## config.mk

```make
export PLATFORM = sky130hd
export DESIGN_NAME = fetch_stage
export DESIGN_NICKNAME = d
export VERILOG_FILES = /design/src/rtl/fetch_stage.sv
export SDC_FILE = /design/constraint.sdc
export NUM_CORES = 1
export LEC_CHECK = 0
export CAP_MARGIN = 20
export CORE_MARGIN = 5
export CORE_UTILIZATION = 48
export CTS_CLUSTER_SIZE = 30
export DETAILED_ROUTE_END_ITERATION = 16
export GPL_TIMING_DRIVEN = 0
export PLACE_DENSITY = 0.85
export SETUP_SLACK_MARGIN = 0.15
export SYNTH_ARGS = -nofsm -noshare
export SYNTH_HDL_FRONTEND = slang
export SYNTH_SLANG_ARGS = --single-unit
export TNS_END_PERCENT = 100
```

## constraint.sdc

```tcl
create_clock -name clk -period 2.6 [get_ports clk]
set_clock_uncertainty 0.2 [all_clocks]
set_input_delay 0.52 -clock clk [delete_from_list [all_inputs] [get_ports clk]]
set_output_delay 0.52 -clock clk [all_outputs]
set_load 0.05 [all_outputs]
```

## src/rtl/fetch_stage.sv

```systemverilog
// MIPS32 instruction fetch stage with IF/ID register.
// A one-entry skid buffer keeps a word accepted while decode stalls.
module fetch_stage #(
  parameter logic [31:0] RESET_PC = 32'h0000_0000
) (
  input  logic        clk,
  input  logic        reset_n,
  output logic        imem_req,
  output logic [31:0] imem_addr,
  input  logic        imem_ready,
  input  logic [31:0] imem_rdata,
  input  logic        stall,
  input  logic        flush,
  input  logic        redirect_valid,
  input  logic [31:0] redirect_pc,
  output logic        if_id_valid,
  output logic [31:0] if_id_instr,
  output logic [31:0] if_id_pc4,
  output logic [5:0]  opcode,
  output logic [5:0]  funct,
  output logic [4:0]  rs,
  output logic [4:0]  rt,
  output logic [4:0]  rd,
  output logic [15:0] imm16
);

  typedef enum logic {FETCH, HOLD} state_t;

  state_t      state, state_nx;
  logic [31:0] pc, pc_nx, pc4;
  logic [31:0] skid_instr, skid_instr_nx;
  logic [31:0] skid_pc4, skid_pc4_nx;
  logic        v_nx;
  logic [31:0] instr_nx, ifpc4_nx;
  logic        accept;

  always_ff @(posedge clk) begin
    if (!reset_n) state <= FETCH;
    else          state <= state_nx;
  end

  always_comb begin
    state_nx = state;
    if (redirect_valid)
      state_nx = FETCH;
    else if (state == FETCH)
      state_nx = (accept && stall) ? HOLD : FETCH;
    else
      state_nx = (!stall && !flush) ? FETCH : HOLD;
  end

  always_comb begin
    imem_req  = (state == FETCH) && reset_n;
    imem_addr = pc;
    accept    = imem_req && imem_ready && !redirect_valid;
  end

  assign pc4 = pc + 32'd4;

  always_comb begin
    pc_nx         = pc;
    skid_instr_nx = skid_instr;
    skid_pc4_nx   = skid_pc4;
    v_nx          = if_id_valid;
    instr_nx      = if_id_instr;
    ifpc4_nx      = if_id_pc4;
    if (redirect_valid) begin
      pc_nx         = {redirect_pc[31:2], 2'b00};
      skid_instr_nx = '0;
      skid_pc4_nx   = '0;
      v_nx          = 1'b0;
      instr_nx      = '0;
    end else begin
      if (accept) pc_nx = pc4;
      if (state == FETCH) begin
        if (!stall) begin
          v_nx     = accept;
          instr_nx = accept ? imem_rdata : '0;
          if (accept) ifpc4_nx = pc4;
        end else begin
          if (flush) begin
            v_nx     = 1'b0;
            instr_nx = '0;
          end
          if (accept) begin
            skid_instr_nx = imem_rdata;
            skid_pc4_nx   = pc4;
          end
        end
      end else if (flush) begin
        // skid survives a plain flush; only IF/ID is squashed
        v_nx     = 1'b0;
        instr_nx = '0;
      end else if (!stall) begin
        v_nx     = 1'b1;
        instr_nx = skid_instr;
        ifpc4_nx = skid_pc4;
      end
    end
  end

  always_ff @(posedge clk) begin
    if (!reset_n) begin
      pc          <= RESET_PC;
      skid_instr  <= '0;
      skid_pc4    <= '0;
      if_id_valid <= 1'b0;
      if_id_instr <= '0;
      if_id_pc4   <= '0;
    end else begin
      pc          <= pc_nx;
      skid_instr  <= skid_instr_nx;
      skid_pc4    <= skid_pc4_nx;
      if_id_valid <= v_nx;
      if_id_instr <= instr_nx;
      if_id_pc4   <= ifpc4_nx;
    end
  end

  assign opcode = if_id_instr[31:26];
  assign funct  = if_id_instr[5:0];
  assign rs     = if_id_instr[25:21];
  assign rt     = if_id_instr[20:16];
  assign rd     = if_id_instr[15:11];
  assign imm16  = if_id_instr[15:0];

endmodule

```

==> results_dict.tcl, run 1 <==
set metrics [dict create \
    dieArea_mm2 0.0178 \
    synth-main-ff-cell "dfxtp_1" \
    hpwl_um 17700 \
    rsz0062_at_grt "yes" \
    slew_headroom_pct 57.3 \
    routabilityCongestion 0.941 \
    port_buffers 203 \
    nNetsFinal 1192 \
    yosysSeqAreaShare_pct 42.8 \
    via_count 7440 \
    worstMarginPinSlew_ns 0.641 \
    track_usage_pct 26.1 \
    firstDrtPassIters 5 \
    ant_nets 0 \
    cp.required_ns 2.75 \
    period_needed_ns 2.43 \
    p_int_mw 4.28 \
    hold_class "flop to flop" \
    ys_warn_count 0 \
    fin_cells 1322 \
    netlist_area_mm2 0.00729 \
    diodes 0 \
    drt-initial-drc-count 879 \
    powerDensity_mw_per_mm2 572 \
    report.final.hold_viol_count 0 \
    slew_viol_final 0 \
    clk_pin_slew_ns 0.06 \
    dieHeight_um 133 \
    grt-ovfl-total 0 \
    vias_per_cell 5.63 \
    post-place-ws_ns -0.924 \
    swShare_pct 27.6 \
    hold_buffers 0 \
    syn_to_final_growth_pct 41.8 \
    rows 45 \
    syn_area_per_cell_um2 8.16 \
    cp.arrival_ns 2.58 \
    drive_above_1_share_pct 12.2 \
    drc 0 \
    seqPwrFrac_pct 42.9 \
    hold_ws_ns 0.256 \
    rrSetupSlack_ns 0.17 \
    cts.sinks 156 \
    dp_cells 1288 \
    crit_path_start_kind "flop" \
    layout_common_cells "dfxtp_1 (145), clkdlybuf4s50_1 (145), nand2_1 (115), a21oi_1 (75), nor2_1 (71)" \
    async_flop_share_pct 0 \
    cts_max_path_buffers 2 \
    fin_total_pwr_mw 5.92 \
    htreeDepth 4 \
    vdd_drop_max_v 0.000487 \
    fmax_mhz 412 \
    crit_type "flop to flop" \
    io_pins 211 \
    cts_tree "done" \
    switchingPower_mw 1.63 \
    p_leak_nw 4.19 \
    cap_violations 0 \
    cts_inserted_buffers 17 \
    syn_inst 894 \
    synth-edff-count 0 \
    first_global_vias 6966 \
    avgRoutedWirePerCell_um 18.0 \
    period_share_pct 93.4 \
    fill_cells 1174 \
    insertion_delay_ns 0.43 \
    grt_pass1_wl_um 37200 \
    layout.area.seq_mm2 0.00314 \
    cp-end-kind "flop" \
    clkPwrFrac_pct 42.1 \
    fin_ws_ns 0.172 \
    antenna_found_initial 0 \
    setup_violations 0 \
    initial_core_util_pct 48.5 \
    die_x_um 133 \
    status "finished clean" \
    wl_um 23800 \
    yosysUniqueCellTypes 52 \
    core_area_mm2 0.0150 \
    grt_max_degree 17 \
    synth_seq_cells 156 \
    clk_root_buffer_cell "clkbuf_16" \
    multi_input_area_mm2 0.00359 \
    pwr-share-comb_pct 15.0 \
    cp_max_fo 10 \
]
==> sequential cells by signal (all words and copies together), names as in the netlist <==
register / flops
if_id_pc4: 30
if_id_instr: 32
state: 1
skid_pc4: 30
imem_addr: 30
skid_instr: 32
if_id_valid: 1
==> final timing paths <==
check	startpoint	endpoint	depth (start not counted)
setup reg to reg	imem_addr[5]$_SDFFE_PN0P_	if_id_pc4[21]$_SDFFE_PN0P_	6
hold reg to reg	skid_instr[13]$_SDFFE_PP0P_	skid_instr[13]$_SDFFE_PP0P_	2
setup / recovery	imem_addr[5]$_SDFFE_PN0P_	if_id_pc4[21]$_SDFFE_PN0P_	6
hold / removal	skid_instr[13]$_SDFFE_PP0P_	skid_instr[13]$_SDFFE_PP0P_	2
==> metal layers <==
layer | wire, um | track usage (%) | up-vias | part of all wire, %
li1 | - | - | 3560 | -
met1 | 9450 | 31.6 | 3392 | 40
met2 | 11300 | 44.3 | 423 | 48
met3 | 2220 | 6.68 | 65 | 9.3
met4 | 798 | 10.3 | 0 | 3.4
met5 | 0 | 0 | - | 0
==> cells by family after synthesis <==
family,Yosys count,share of synthesized area (%)
buffers and inverters,129,9.31
and+or+nand+nor,296,19.1
xor gates and xnor gates,50,6.00
other,1,0.0514
AOI/OAI and AO/OA,259,22.2
muxes,2,0.274
adders and majority gates,1,0.171
DFF,156,42.8
==> critical path, cell delays in order (launching register included) <==
cell and delay [ns]:
dfxtp_1 0.48, nand4_1 0.23, buf_2 0.25, or4_1 0.61
nor3b_1 0.26, o21ai_0 0.15, a31oi_1 0.17
==> power by group through the flow <==
| stage | clock [mW] | combinational [mW] | sequential (mW) |
|---|---|---|---|
| floorplan | 0 | 0.349 | 2.75 |
| global placement | 0 | 0.875 | 2.58 |
| detailed placement | 0 | 0.884 | 2.58 |
| CTS | 2.51 | 0.876 | 2.53 |
| global route | 2.61 | 0.937 | 2.55 |
| finish | 2.49 | 0.887 | 2.54 |
==> timing repair <==
item	CTS	global route
gates resized for setup	61	70
setup buffers	0	2
endpoints found under the hold margin	0	0
pin swaps	0	2
endpoints found under the setup margin	121	148
cloned	0	0
==> layout make-up <==
class	count	share of cell area, %
buffer	124	6.92
clock buffer	21	4.26
clock inverter	11	1.40
inverter	5	0.181
multi-input combinational	612	34.8
sequential	156	30.3
tap	188	2.27
timing repair buffer	205	19.9
==> cells in the mapped netlist, types with 4 or more instances <==
cell type	count	share of area (%)
a211oi_1	50	5.1
a21boi_0	8	0.82
a21oi_1	75	5.1
a22oi_1	32	3.3
a31oi_1	4	0.34
and3_1	9	0.77
buf_1	6	0.31
buf_2	9	0.62
buf_4	47	4.8
clkbuf_1	61	3.1
dfxtp_1	156	43
inv_1	5	0.26
nand2_1	115	5.9
nand3_1	39	2.7
nand4_1	13	1.1
nor2_1	74	3.8
nor3_1	13	0.89
nor4_1	6	0.51
o211ai_1	6	0.62
o21a_1	4	0.41
o21ai_0	59	4.0
or3_1	6	0.51
xnor2_1	20	2.4
xor2_1	30	3.6
==> through the flow <==
step	utilization [%]	instance area (um^2)	setup TNS [ns]
after floorplan	-	7330	0
after global placement	63.8	9590	-53.01
after detailed placement	63.8	9590	-55.84
after CTS	67.7	10200	0
after global routing	68.8	10300	0
final	68.8	10300	0
(Power assumes the default switching activity.)
==> run 2: changes to the inputs <==
--- a/config.mk
+++ b/config.mk
@@ -6,6 +6,7 @@
 export NUM_CORES = 1
 export LEC_CHECK = 0
 export CAP_MARGIN = 20
+export CORE_ASPECT_RATIO = 0.9
 export CORE_MARGIN = 5
 export CORE_UTILIZATION = 48
 export CTS_CLUSTER_SIZE = 30
==> run 2 against run 1 <==
Core utilization grew 0.52 points; clock power is essentially flat; hold slack is essentially flat; sequential power is essentially flat; critical path depth grew 2; via count grew 3.0%; cell count grew 0.68%; flip-flop and latch count is the same; routed wire length grew 2.2%; total power shrank 0.18%; sequential share of layout area grew 0.22 points; first-iteration DRC count shrank 16%; critical path type is now input pin to flop.
==> results_dict.tcl, run 2 (synthesis results as in run 1) <==
set metrics [dict create \
    cts.sinks 156 \
    die_x_um 140 \
    hold_class "flop to flop" \
    port_buffers 203 \
    fmax_mhz 408 \
    final_util_pct 69.3 \
    p_leak_nw 4.09 \
    cp-end-kind "flop" \
    crit_buf_inv 4 \
    layout.area.seq_mm2 0.00314 \
    slew_viol_final 0 \
    multi_input_area_mm2 0.00355 \
    topRoutingLayerUsed "met4" \
    drc 0 \
    syn_to_final_growth_pct 40.8 \
    io_pins 211 \
    critPathLaunch "redirect_valid" \
    status "finished clean" \
    via_count 7660 \
    fill_cells 1174 \
    core_area_mm2 0.0148 \
    period_needed_ns 2.45 \
    dieArea_mm2 0.0178 \
    ant_nets 0 \
    routed-wl-met3_um 1990 \
    final_common_cell "clkdlybuf4s50_1" \
    crit_path_start_kind "input pin" \
    cp_max_fo 10 \
    setup_violations 0 \
    holdCritStartpoint "if_id_pc4[12]$_SDFFE_PN0P_" \
    drt-initial-drc-count 739 \
    slew_headroom_pct 53.9 \
    grt_max_degree 17 \
    grt_pass1_wl_um 37400 \
    antenna_found_initial 0 \
    cp.arrival_ns 2.58 \
    clk_root_buffer_cell "clkbuf_16" \
    period_share_pct 94.4 \
    clk_pin_slew_ns 0.06 \
    met1Wirelength_um 10100 \
    cts_max_path_buffers 2 \
    cts_inserted_buffers 17 \
    cp.required_ns 2.72 \
    r2r-start "imem_addr[13]$_SDFFE_PN0P_" \
    vias_per_cell 5.76 \
    fin_ws_ns 0.146 \
    setup_tns_ns 0 \
    crit_type "input pin to flop" \
    initial_core_util_pct 49.2 \
    hpwl_um 17800 \
    crit_path_top_delay_cell "clkdlybuf4s50_1" \
    powerDensity_mw_per_mm2 575 \
    avgRoutedWirePerCell_um 18.3 \
    routabilityCongestion 0.938 \
    hold_ws_ns 0.256 \
    rows 42 \
    first_global_vias 7071 \
    crit_family "buffers and inverters" \
    cap_violations 0 \
    reg_top3 "if_id_instr x32, skid_instr x32" \
    cts_tree "done" \
    post-place-ws_ns -0.828 \
    worstMarginPinSlew_ns 0.692 \
    cpMostUsedCell "clkbuf_2" \
    drive_above_1_share_pct 12.6 \
    diodes 0 \
    worstPathCellList "clkdlybuf4s50_1 -> clkbuf_2 -> nor2_1 -> o21ai_2 -> clkbuf_2 -> clkbuf_2 -> nor2_1 -> a32o_1" \
    firstDrtPassIters 5 \
    wl_um 24300 \
    report.final.hold_viol_count 0 \
    dieHeight_um 127 \
    critical-path-max-stage-delay_ns 0.53 \
    vdd_drop_max_v 0.000460 \
    wl_met2_um 11600 \
    grt-ovfl-total 0 \
    nNetsFinal 1191 \
    track_usage_pct 26.1 \
    htreeDepth 4 \
    layout_common_cells "clkdlybuf4s50_1 (148), dfxtp_1 (144), nand2_1 (115), a21oi_1 (75), nor2_1 (71)" \
    insertion_delay_ns 0.43 \
    rsz0062_at_grt "yes" \
]
==> run 2: changes by cell type in the layout (fill, tap and decap cells not counted), sizes merged <==
cell / change
dlymetal6s2s: -5
inv: +5
buf: -4
clkdlybuf4s50: +3
clkinv: -2
clkinvlp: +2
dlygate4sd2: +2
bufinv: -1
clkbuf: -1
==> run 2: stage by stage <==
| stage | total power [mW] | std cells | cell area (um^2) |
|---|---|---|---|
| 2_1_floorplan | 3.10 | 897 | 7330 |
| 4_1_cts | 5.90 | 1330 | 10200 |
| 5_1_grt | 6.08 | 1331 | 10300 |
| 3_3_place_gp | 3.45 | 1298 | 9610 |
| 3_5_place_dp | 3.46 | 1298 | 9610 |
| 6_report | 5.91 | 1331 | 10300 |
==> run 2: per-layer routing <==
metal | global-route usage [%] | vias to the layer above
li1 | - | 3558
met1 | 34.7 | 3661
met2 | 41.3 | 384
met3 | 5.68 | 57
met4 | 10.5 | 0
met5 | 0 | -
==> run 2: path summary, 6_finish.rpt <==
kind,cells past startpoint,end,slack (ns)
setup / recovery,8,if_id_pc4[17]$_SDFFE_PN0P_,0.15
hold / removal,2,if_id_pc4[12]$_SDFFE_PN0P_,0.26
setup reg to reg,7,if_id_pc4[30]$_SDFFE_PN0P_,0.18
hold reg to reg,2,if_id_pc4[12]$_SDFFE_PN0P_,0.26
==> run 2: cell type report <==
type	count	share of cell area, %
Multi-Input combinational cell	612	34.6
Sequential cell	156	30.5
Timing Repair Buffer	204	19.8
Buffer	124	6.72
Clock buffer	17	4.14
Tap cell	198	2.41
Clock inverter	15	1.60
Inverter	5	0.183
==> run 2: timing repair <==
action | CTS | global route
hold buffers | 0 | 0
setup buffers | 0 | 1
gates cloned | 0 | 0
setup endpoints to repair | 117 | 138
pin swaps | 0 | 1
hold endpoints to repair | 0 | 0
gates resized for setup | 61 | 45
==> run 2: tightest hold or removal path: stages (launching register included) <==
cell and delay [ns]:
dfxtp_1 0.31, nand3_1 0.06, nand2_1 0.04
==> run 2: power breakdown <==
part | internal (mW) | total, mW | switching, mW | leakage [nW]
clock | 1.43 | 2.49 | 1.07 | 0.273
sequential | 2.45 | 2.53 | 0.0770 | 1.27
combinational | 0.318 | 0.882 | 0.565 | 2.55
